===== config.mk =====
export PLATFORM = sky130hd
export DESIGN_NAME = regfile_port_ctrl_flat
export DESIGN_NICKNAME = d
export VERILOG_FILES = /design/src/rtl/regfile_port_ctrl_if.sv /design/src/rtl/regfile_port_ctrl.sv /design/src/flat_wrapper.sv
export SDC_FILE = /design/constraint.sdc
export NUM_CORES = 1
export LEC_CHECK = 0
export BUFFER_PORTS_ARGS = -buffer_cell sky130_fd_sc_hd__buf_2
export CAP_MARGIN = 15
export CORE_MARGIN = 3
export CORE_UTILIZATION = 40
export CTS_CLUSTER_DIAMETER = 120
export DETAILED_ROUTE_END_ITERATION = 8
export GPL_ROUTABILITY_DRIVEN = 0
export PLACE_DENSITY = 0.8
export SLEW_MARGIN = 10
export SYNTH_ARGS = -nofsm -noshare
export SYNTH_HDL_FRONTEND = slang
export SYNTH_SLANG_ARGS = --single-unit

===== constraint.sdc =====
create_clock -name clock -period 2.5 [get_ports clock]
set_input_delay 0.5 -clock clock [delete_from_list [all_inputs] [get_ports clock]]
set_output_delay 0.5 -clock clock [all_outputs]
set_load 0.005 [all_outputs]

===== src/rtl/regfile_port_ctrl_if.sv =====
// Bus bundle between the register-file port controller and its neighbours:
// ME-stage commits, debug access port and the register-file write/read-A ports.
interface regfile_port_ctrl_if;
    logic        m_valid;
    logic [5:0]  m_wbr;
    logic [31:0] m_res;
    logic        dbg_req;
    logic        dbg_we;
    logic [4:0]  dbg_addr;
    logic [31:0] dbg_wdata;
    logic        dbg_ack;
    logic [31:0] dbg_rdata;
    logic        rf_we;
    logic [4:0]  rf_waddr;
    logic [31:0] rf_wdata;
    logic        rf_dbg_rsel;
    logic [4:0]  rf_dbg_raddr;
    logic [31:0] rf_rdata;
    logic        stall_pipe;
    logic        init_done;
    logic        commit_lost;

    // Controller side
    modport slave (
        input  m_valid, m_wbr, m_res, dbg_req, dbg_we, dbg_addr, dbg_wdata, rf_rdata,
        output dbg_ack, dbg_rdata, rf_we, rf_waddr, rf_wdata, rf_dbg_rsel, rf_dbg_raddr,
               stall_pipe, init_done, commit_lost
    );

    // Environment side: ME stage, debug host and register-file read port
    modport master (
        output m_valid, m_wbr, m_res, dbg_req, dbg_we, dbg_addr, dbg_wdata, rf_rdata,
        input  dbg_ack, dbg_rdata, rf_we, rf_waddr, rf_wdata, rf_dbg_rsel, rf_dbg_raddr,
               stall_pipe, init_done, commit_lost
    );
endinterface


===== src/rtl/regfile_port_ctrl.sv =====
// Register-file write-port / read-port-A owner: clears the RAM after reset, forwards
// ME-stage commits, and serves debug reads/writes by stalling and draining the pipeline.
module regfile_port_ctrl #(
    parameter int          DRAIN_CYCLES = 3,
    parameter logic [31:0] INIT_VALUE   = 32'h0
) (
    input  logic          clock,
    input  logic          reset_n,
    regfile_port_ctrl_if.slave bus
);

    typedef enum logic [2:0] {INIT, IDLE, DRAIN, ACCESS, RDWAIT, ACK} state_t;

    localparam logic [4:0] DRAIN_LAST = 5'(DRAIN_CYCLES - 1);

    state_t      state, state_nxt;
    logic [4:0]  cnt, cnt_nxt;
    logic        we;
    logic [4:0]  waddr;
    logic [31:0] wdata;
    logic        commit;
    logic        lost;
    logic        stall_pipe;
    logic        init_done;
    logic        dbg_ack;
    logic [31:0] dbg_rdata;
    logic        dbg_rsel;
    logic        commit_lost;

    assign commit = bus.m_valid & bus.m_wbr[5];
    assign lost   = commit && (state inside {INIT, ACCESS, RDWAIT, ACK});

    // Write port is combinational so decode's W-stage bypass sees commits with no extra latency
    always_comb begin
        state_nxt = state;
        cnt_nxt   = cnt;
        we        = commit;
        waddr     = bus.m_wbr[4:0];
        wdata     = bus.m_res;
        case (state)
            INIT: begin
                we      = 1'b1;
                waddr   = cnt;
                wdata   = INIT_VALUE;
                cnt_nxt = cnt + 5'd1;
                if (cnt == 5'd31) state_nxt = IDLE;
            end
            IDLE: begin
                if (bus.dbg_req) begin
                    state_nxt = DRAIN;
                    cnt_nxt   = 5'd0;
                end
            end
            DRAIN: begin
                cnt_nxt = cnt + 5'd1;
                if (cnt == DRAIN_LAST) state_nxt = ACCESS;
            end
            ACCESS: begin
                // r0 is architecturally zero, so a debug write to it is swallowed
                we        = bus.dbg_we && (bus.dbg_addr != 5'd0);
                waddr     = bus.dbg_addr;
                wdata     = bus.dbg_wdata;
                state_nxt = bus.dbg_we ? ACK : RDWAIT;
            end
            RDWAIT: begin
                we        = 1'b0;
                state_nxt = ACK;
            end
            ACK: begin
                we = 1'b0;
                if (!bus.dbg_req) state_nxt = IDLE;
            end
            default: begin
                we        = 1'b0;
                state_nxt = INIT;
            end
        endcase
    end

    always_ff @(posedge clock or negedge reset_n) begin
        if (!reset_n) begin
            state       <= INIT;
            cnt         <= 5'd0;
            stall_pipe  <= 1'b1;
            init_done   <= 1'b0;
            dbg_ack     <= 1'b0;
            dbg_rdata   <= 32'h0;
            dbg_rsel    <= 1'b0;
            commit_lost <= 1'b0;
        end else begin
            state      <= state_nxt;
            cnt        <= cnt_nxt;
            stall_pipe <= (state_nxt != IDLE);
            init_done  <= (state_nxt != INIT);
            dbg_ack    <= (state_nxt == ACK);
            // Read select covers the address cycle (ACCESS) and the RAM data cycle (RDWAIT)
            dbg_rsel   <= !bus.dbg_we && ((state_nxt == ACCESS) || (state_nxt == RDWAIT));
            if (state == RDWAIT)
                dbg_rdata <= (bus.dbg_addr == 5'd0) ? 32'h0 : bus.rf_rdata;
            if (lost)
                commit_lost <= 1'b1;
        end
    end

    assign bus.rf_we        = we;
    assign bus.rf_waddr     = waddr;
    assign bus.rf_wdata     = wdata;
    assign bus.rf_dbg_rsel  = dbg_rsel;
    assign bus.rf_dbg_raddr = bus.dbg_addr;
    assign bus.stall_pipe   = stall_pipe;
    assign bus.init_done    = init_done;
    assign bus.dbg_ack      = dbg_ack;
    assign bus.dbg_rdata    = dbg_rdata;
    assign bus.commit_lost  = commit_lost;

endmodule


===== src/flat_wrapper.sv =====
// flat-port wrapper written by rule: the top's interface ports become plain ports
module regfile_port_ctrl_flat 
#(
    parameter int          DRAIN_CYCLES = 3,
    parameter logic [31:0] INIT_VALUE   = 32'h0
)
  (clock, reset_n, bus_m_valid, bus_m_wbr, bus_m_res, bus_dbg_req, bus_dbg_we, bus_dbg_addr, bus_dbg_wdata, bus_rf_rdata, bus_dbg_ack, bus_dbg_rdata, bus_rf_we, bus_rf_waddr, bus_rf_wdata, bus_rf_dbg_rsel, bus_rf_dbg_raddr, bus_stall_pipe, bus_init_done, bus_commit_lost);
  regfile_port_ctrl_if bus_i ();
  input  logic clock;
  input  logic reset_n;
  input wire logic [$bits(bus_i.m_valid)-1:0] bus_m_valid;
  input wire logic [$bits(bus_i.m_wbr)-1:0] bus_m_wbr;
  input wire logic [$bits(bus_i.m_res)-1:0] bus_m_res;
  input wire logic [$bits(bus_i.dbg_req)-1:0] bus_dbg_req;
  input wire logic [$bits(bus_i.dbg_we)-1:0] bus_dbg_we;
  input wire logic [$bits(bus_i.dbg_addr)-1:0] bus_dbg_addr;
  input wire logic [$bits(bus_i.dbg_wdata)-1:0] bus_dbg_wdata;
  input wire logic [$bits(bus_i.rf_rdata)-1:0] bus_rf_rdata;
  output wire logic [$bits(bus_i.dbg_ack)-1:0] bus_dbg_ack;
  output wire logic [$bits(bus_i.dbg_rdata)-1:0] bus_dbg_rdata;
  output wire logic [$bits(bus_i.rf_we)-1:0] bus_rf_we;
  output wire logic [$bits(bus_i.rf_waddr)-1:0] bus_rf_waddr;
  output wire logic [$bits(bus_i.rf_wdata)-1:0] bus_rf_wdata;
  output wire logic [$bits(bus_i.rf_dbg_rsel)-1:0] bus_rf_dbg_rsel;
  output wire logic [$bits(bus_i.rf_dbg_raddr)-1:0] bus_rf_dbg_raddr;
  output wire logic [$bits(bus_i.stall_pipe)-1:0] bus_stall_pipe;
  output wire logic [$bits(bus_i.init_done)-1:0] bus_init_done;
  output wire logic [$bits(bus_i.commit_lost)-1:0] bus_commit_lost;
  assign bus_i.m_valid = bus_m_valid;
  assign bus_i.m_wbr = bus_m_wbr;
  assign bus_i.m_res = bus_m_res;
  assign bus_i.dbg_req = bus_dbg_req;
  assign bus_i.dbg_we = bus_dbg_we;
  assign bus_i.dbg_addr = bus_dbg_addr;
  assign bus_i.dbg_wdata = bus_dbg_wdata;
  assign bus_i.rf_rdata = bus_rf_rdata;
  assign bus_dbg_ack = bus_i.dbg_ack;
  assign bus_dbg_rdata = bus_i.dbg_rdata;
  assign bus_rf_we = bus_i.rf_we;
  assign bus_rf_waddr = bus_i.rf_waddr;
  assign bus_rf_wdata = bus_i.rf_wdata;
  assign bus_rf_dbg_rsel = bus_i.rf_dbg_rsel;
  assign bus_rf_dbg_raddr = bus_i.rf_dbg_raddr;
  assign bus_stall_pipe = bus_i.stall_pipe;
  assign bus_init_done = bus_i.init_done;
  assign bus_commit_lost = bus_i.commit_lost;
  regfile_port_ctrl #(.DRAIN_CYCLES(DRAIN_CYCLES), .INIT_VALUE(INIT_VALUE)) u_core (.clock(clock), .reset_n(reset_n), .bus(bus_i));
endmodule

* Word-level counts from Yosys, hierarchy flattened
Index checks and enable logic that the tools add are counted.
** Word-level totals
- Output and inout port bits :: 80
- Flip-flop bits (word level) :: 45
- Input port bits :: 112
** Operators by class
- Equal/unequal tests :: 12
- Bitwise operators :: 1
- Add/subtract/negate cells :: 1
- Multiplexer cells :: 12
- Reduce and logical (&&, ||, !) cells :: 14
** Operators by type and width (count)
- $pmux W32 S2 :: 1
- $mux W32 :: 1
- $pmux W5 S2 :: 2
- $pmux W3 S6 :: 1
- $eq A3 B3 Y1 const B :: 4
- $mux W3 :: 4
- $eq A3 B2 Y1 const B :: 3
- $add A5 B1 Y5 const B :: 1
- $eq A5 B2 Y1 const B :: 1
- $eq A5 B5 Y1 const B :: 1
- $logic_not A5 Y1 :: 1
- $mux W5 :: 1
- $reduce_bool A5 Y1 :: 1
- $reduce_bool A4 Y1 :: 1
- $reduce_or A2 Y1 :: 2
- $eq A3 B1 Y1 const B :: 1
- $logic_and A1 B1 Y1 :: 3
- $logic_not A3 Y1 :: 1
- $ne A3 B1 Y1 const B :: 1
- $pmux W1 S3 :: 1
- $reduce_bool A3 Y1 :: 1
- $ne A2 B2 Y1 const B :: 1
- $reduce_and A2 Y1 :: 1
- $reduce_bool A2 Y1 :: 1
- 4 further kinds :: 4

* Depth between registers and ports, before layout
- Word-level depth :: 6
- Depth in mapped cells :: 6
- Gate-level depth less buffers :: 6

* Worst setup path before layout
Ideal clock, no wire load.
- Kind :: input to output
- Start :: input port bus_dbg_addr[2]
- End :: output port bus_rf_we
- Arrival time :: 1447 ps
- Setup slack :: 553 ps
- Stages on the path :: 4
- Cell sequence :: or4_1 > nor2_2 > o221a_2 > a311oi_1
** Between the ends
- Cells in the longest elaborated chain, start to end :: 3
** Ends and longest elaborated chain
- start, declared :: RTL line flat_wrapper.sv:16 : input wire logic [$bits(bus_i.dbg_addr)-1:0] bus_dbg_addr;
- $reduce_bool A5 Y1 :: RTL line regfile_port_ctrl.sv:60 : we = bus.dbg_we && (bus.dbg_addr != 5'd0);
- $logic_and A1 B1 Y1 :: RTL line regfile_port_ctrl.sv:60
- $pmux W1 S3 :: RTL line regfile_port_ctrl.sv:40 : case (state)
- end, declared :: RTL line flat_wrapper.sv:21 : output wire logic [$bits(bus_i.rf_we)-1:0] bus_rf_we;
No other way between the ends.

* Worst setup path in the final report
- Start :: register u_core.state[2]
- End :: output port bus_rf_wdata[7]
** Between the ends
- Cells in the longest elaborated chain, start to end :: 2
- Elaborated cells between the ends (all ways) :: 3
- Classes of those cells :: eq/ne (1); mux (1); reduce/logical (1)
** Ends and longest elaborated chain
- start, declared :: RTL line regfile_port_ctrl.sv:16 : state_t state, state_nxt;
- start signal, assigned :: RTL line regfile_port_ctrl.sv:91 : state <= state_nxt;
- $eq A3 B2 Y1 / $logic_not A3 Y1 (equally long branches) :: RTL line regfile_port_ctrl.sv:40
- $pmux W32 S2 (*) :: RTL line regfile_port_ctrl.sv:40
- end, declared :: RTL line flat_wrapper.sv:23 : output wire logic [$bits(bus_i.rf_wdata)-1:0] bus_rf_wdata;
Mark *: on every way between the ends. The rest lies on a longest branch, timed or not.

==> flow_summary_export.csv <==
group,metric,value,unit
sta,hold_violations,0,
worst_setup_path,crit_required,2.00,ns
placed_design,dp_hpwl,6280,um
power,ir_worst_vdd,0.000622,V
grt,grt_pass1_wl,12600,um
routing,drt_first_pass_iters,4,
power,leakage,0.00196,uW
layout,antennaDiodeCount,0,
clocking,cts_htree_levels,2,
clocking,ctsResizeCount,0,
grt,grt_max_degree,35,
sta,fin_tns_setup,0,ns
routing,drc,0,
synth,synth_warnings,0,
sta,post-route-period-util,94.5,%
floorplan,core_area,6030,um^2
grt,grt_pass1_vias,2599,
floorplan,start_util,41.9,%
layout,syn_to_final_growth,43.0,%
clocking,clock-sinks,45,
placed_design,placed_area,3490,um^2
grt,overflow,0,
worst_setup_path,path_max_fanout,32,
grt,grtUsageTotal,21.2,%
min_path,hold_path.class,"in2async",
routing,vias,2791,
sta,drv_slew,0,
synth,synth-seq-area-share,44.7,%
sta,finalSetupViolations,0,
sta,period_needed,2.36,ns
floorplan,ios,192,
clocking,clockBufferDepth,2,
routing,wl_per_cell,14.6,um
synth,syn_avg_cell_area,8.53,um^2
power,p_per_area,1110,nW/um^2
synth,syn_nets,411,
synth,synth.distinct_cells,41,
synth,synth-seq-cells,45,
routing,via_per_inst,5.07,
grt,use_met3,4.47,%
worst_setup_path,worstSetupPathType,"reg2out",
clocking,path_clk_slew,0.08,ns
clocking,clk_latency,0.29,ns
grt,grt_use_met2,31.8,%
sta,fmax,423,MHz
floorplan,die_w,85.4,um
placed_design,placement.io_buffers,191,
grt,antenna_found_initial,0,
floorplan,die_area,7300,um^2
routing,finalWirelength,8040,um
sta,grt_setup_unrepaired,"no",
status,status,"finished, final reports clean",
floorplan,die_y,85.4,um
clocking,cts_tree,"yes",
clocking,postCtsSetupBuffers,0,
sta,slew_headroom,73.9,%
worst_setup_path,crit_path_end_kind,"primary output",
routing,postRouteAntennaNets,0,
clocking,cts_buffers,5,
routing,drt_iter0_drc,160,
grt,top_usage_layer,"met2",
layout,drive_above_1_share,45.4,%
sta,clock_skew,0.00569,ns
layout,design_area,3610,um^2
flow_run,cap_violations,0,
synth,synthCells,296,
synth,async_flop_share,100,%
layout,nets,590,
worst_setup_path,startpoint_type,"flop",
synth,synth-edff-count,0,
floorplan,rows,28,
synth,ys_dominant_reg_cell,"dfrtp_1",
grt,gr-usage-met1,31.1,%
clocking,root_buffer,"clkbuf_8",
synth,syn_area,2520,um^2
worst_setup_path,arrival,1.86,ns
clocking,cts-hold-fix-buffers,0,
sta,worstMarginPinSlew,0.391,ns
[synth_stat cells (all sizes together) (4+ instances only)]
master,n,area (um^2)
a22o,33,289
o22ai,5,31.3
dfrtp,44,1100
a21oi,11,55.1
nor2,12,47.6
nor2b,5,31.3
buf,24,144
clkbuf,5,18.8
o21ai,45,225
nand2,74,278
inv,4,15.0
or3,5,31.3
[power by group]
| part | internal, uW | total, uW | switching, uW |
|---|---|---|---|
| registers | 1060 | 1280 | 220 |
| logic | 1040 | 2170 | 1130 |
| clock network | 326 | 553 | 227 |
| total | 2430 | 4010 | 1580 |
[cells in the final DEF (no fill, tap or decap), drive strengths merged, types with 5 or more instances in the layout]
master  count
nor2       12
o22ai       5
or3         5
dfrtp      44
a21oi      11
o21ai      45
nand2      74
clkbuf      7
buf       201
a22o       33
nor2b       5
[cells by family after synthesis]
group	after synthesis	synth area share, %
AOI/OAI and AO/OA	102	26.7
and+or+nand+nor	111	19.3
muxes	2	0.843
adders and majority gates	3	1.49
DFF	45	44.7
buffers and inverters	33	7.04
[layer usage]
metal	routed length [um]	share of wire [%]
met3	597	7.4
met1	3730	46
met4	83	1.0
met2	3630	45
met5	0	0
[registers in the layout (all words and copies together), names as in the netlist]
register	count
u_core.bus.dbg_ack	1
u_core.bus.init_done	1
u_core.bus.dbg_rdata	32
u_core.bus.commit_lost	1
u_core.bus.rf_dbg_rsel	1
u_core.bus.stall_pipe	1
u_core.cnt	5
u_core.state	3
[per-stage QoR]
step           utilization [%]  instances  hold WS [ns]  setup slack (ns)  total power (uW)
6_report                  59.9        551        0.0771             0.137              4010
3_5_place_dp              58.0        543         0.403             0.348              3480
3_3_place_gp              58.0        543         0.395             0.365              3410
5_1_grt                   59.9        551        0.0807           0.00837              4380
4_1_cts                   59.9        551        0.0789            0.0554              4050
2_1_floorplan                -        296         0.204             0.553              2550
[cell type report]
| type | instances | area (um^2) |
|---|---|---|
| Clock inverter | 1 | 30.0 |
| Clock buffer | 7 | 86.3 |
| Multi-Input combinational cell | 218 | 1220 |
| Fill cell | 559 | 2420 |
| Inverter | 4 | 15.0 |
| Tap cell | 75 | 93.8 |
| Timing Repair Buffer | 201 | 1030 |
| Sequential cell | 45 | 1130 |
[worst paths after layout]
check                                                         from                              endpoint  slack, ns  depth (start not counted)
worst max-delay path                     u_core.state[2]$_DFF_PN0_                       bus_rf_wdata[7]       0.14                          5
worst min-delay path                                       reset_n  u_core.bus.dbg_rdata[23]$_DFFE_PN0P_       0.08                          1
worst max register to register           u_core.cnt[0]$_DFFE_PN0P_      u_core.bus.rf_dbg_rsel$_DFF_PN0_       0.73                          6
worst min register to register  u_core.bus.commit_lost$_DFFE_PN0P_    u_core.bus.commit_lost$_DFFE_PN0P_       0.48                          1
max in group asynchronous                                  reset_n       u_core.bus.stall_pipe$_DFF_PN1_       1.82                          2
min in group clock                                bus_rf_rdata[19]  u_core.bus.dbg_rdata[19]$_DFFE_PN0P_       0.43                          3
[worst max-delay path, stage by stage (launching register included)]
cell and delay [ns]:
dfrtp_1 0.49, inv_1 0.35, nand3_1 0.12, buf_4 0.26
a22o_1 0.22, buf_2 0.13
Power figures use the tool's default switching activity.
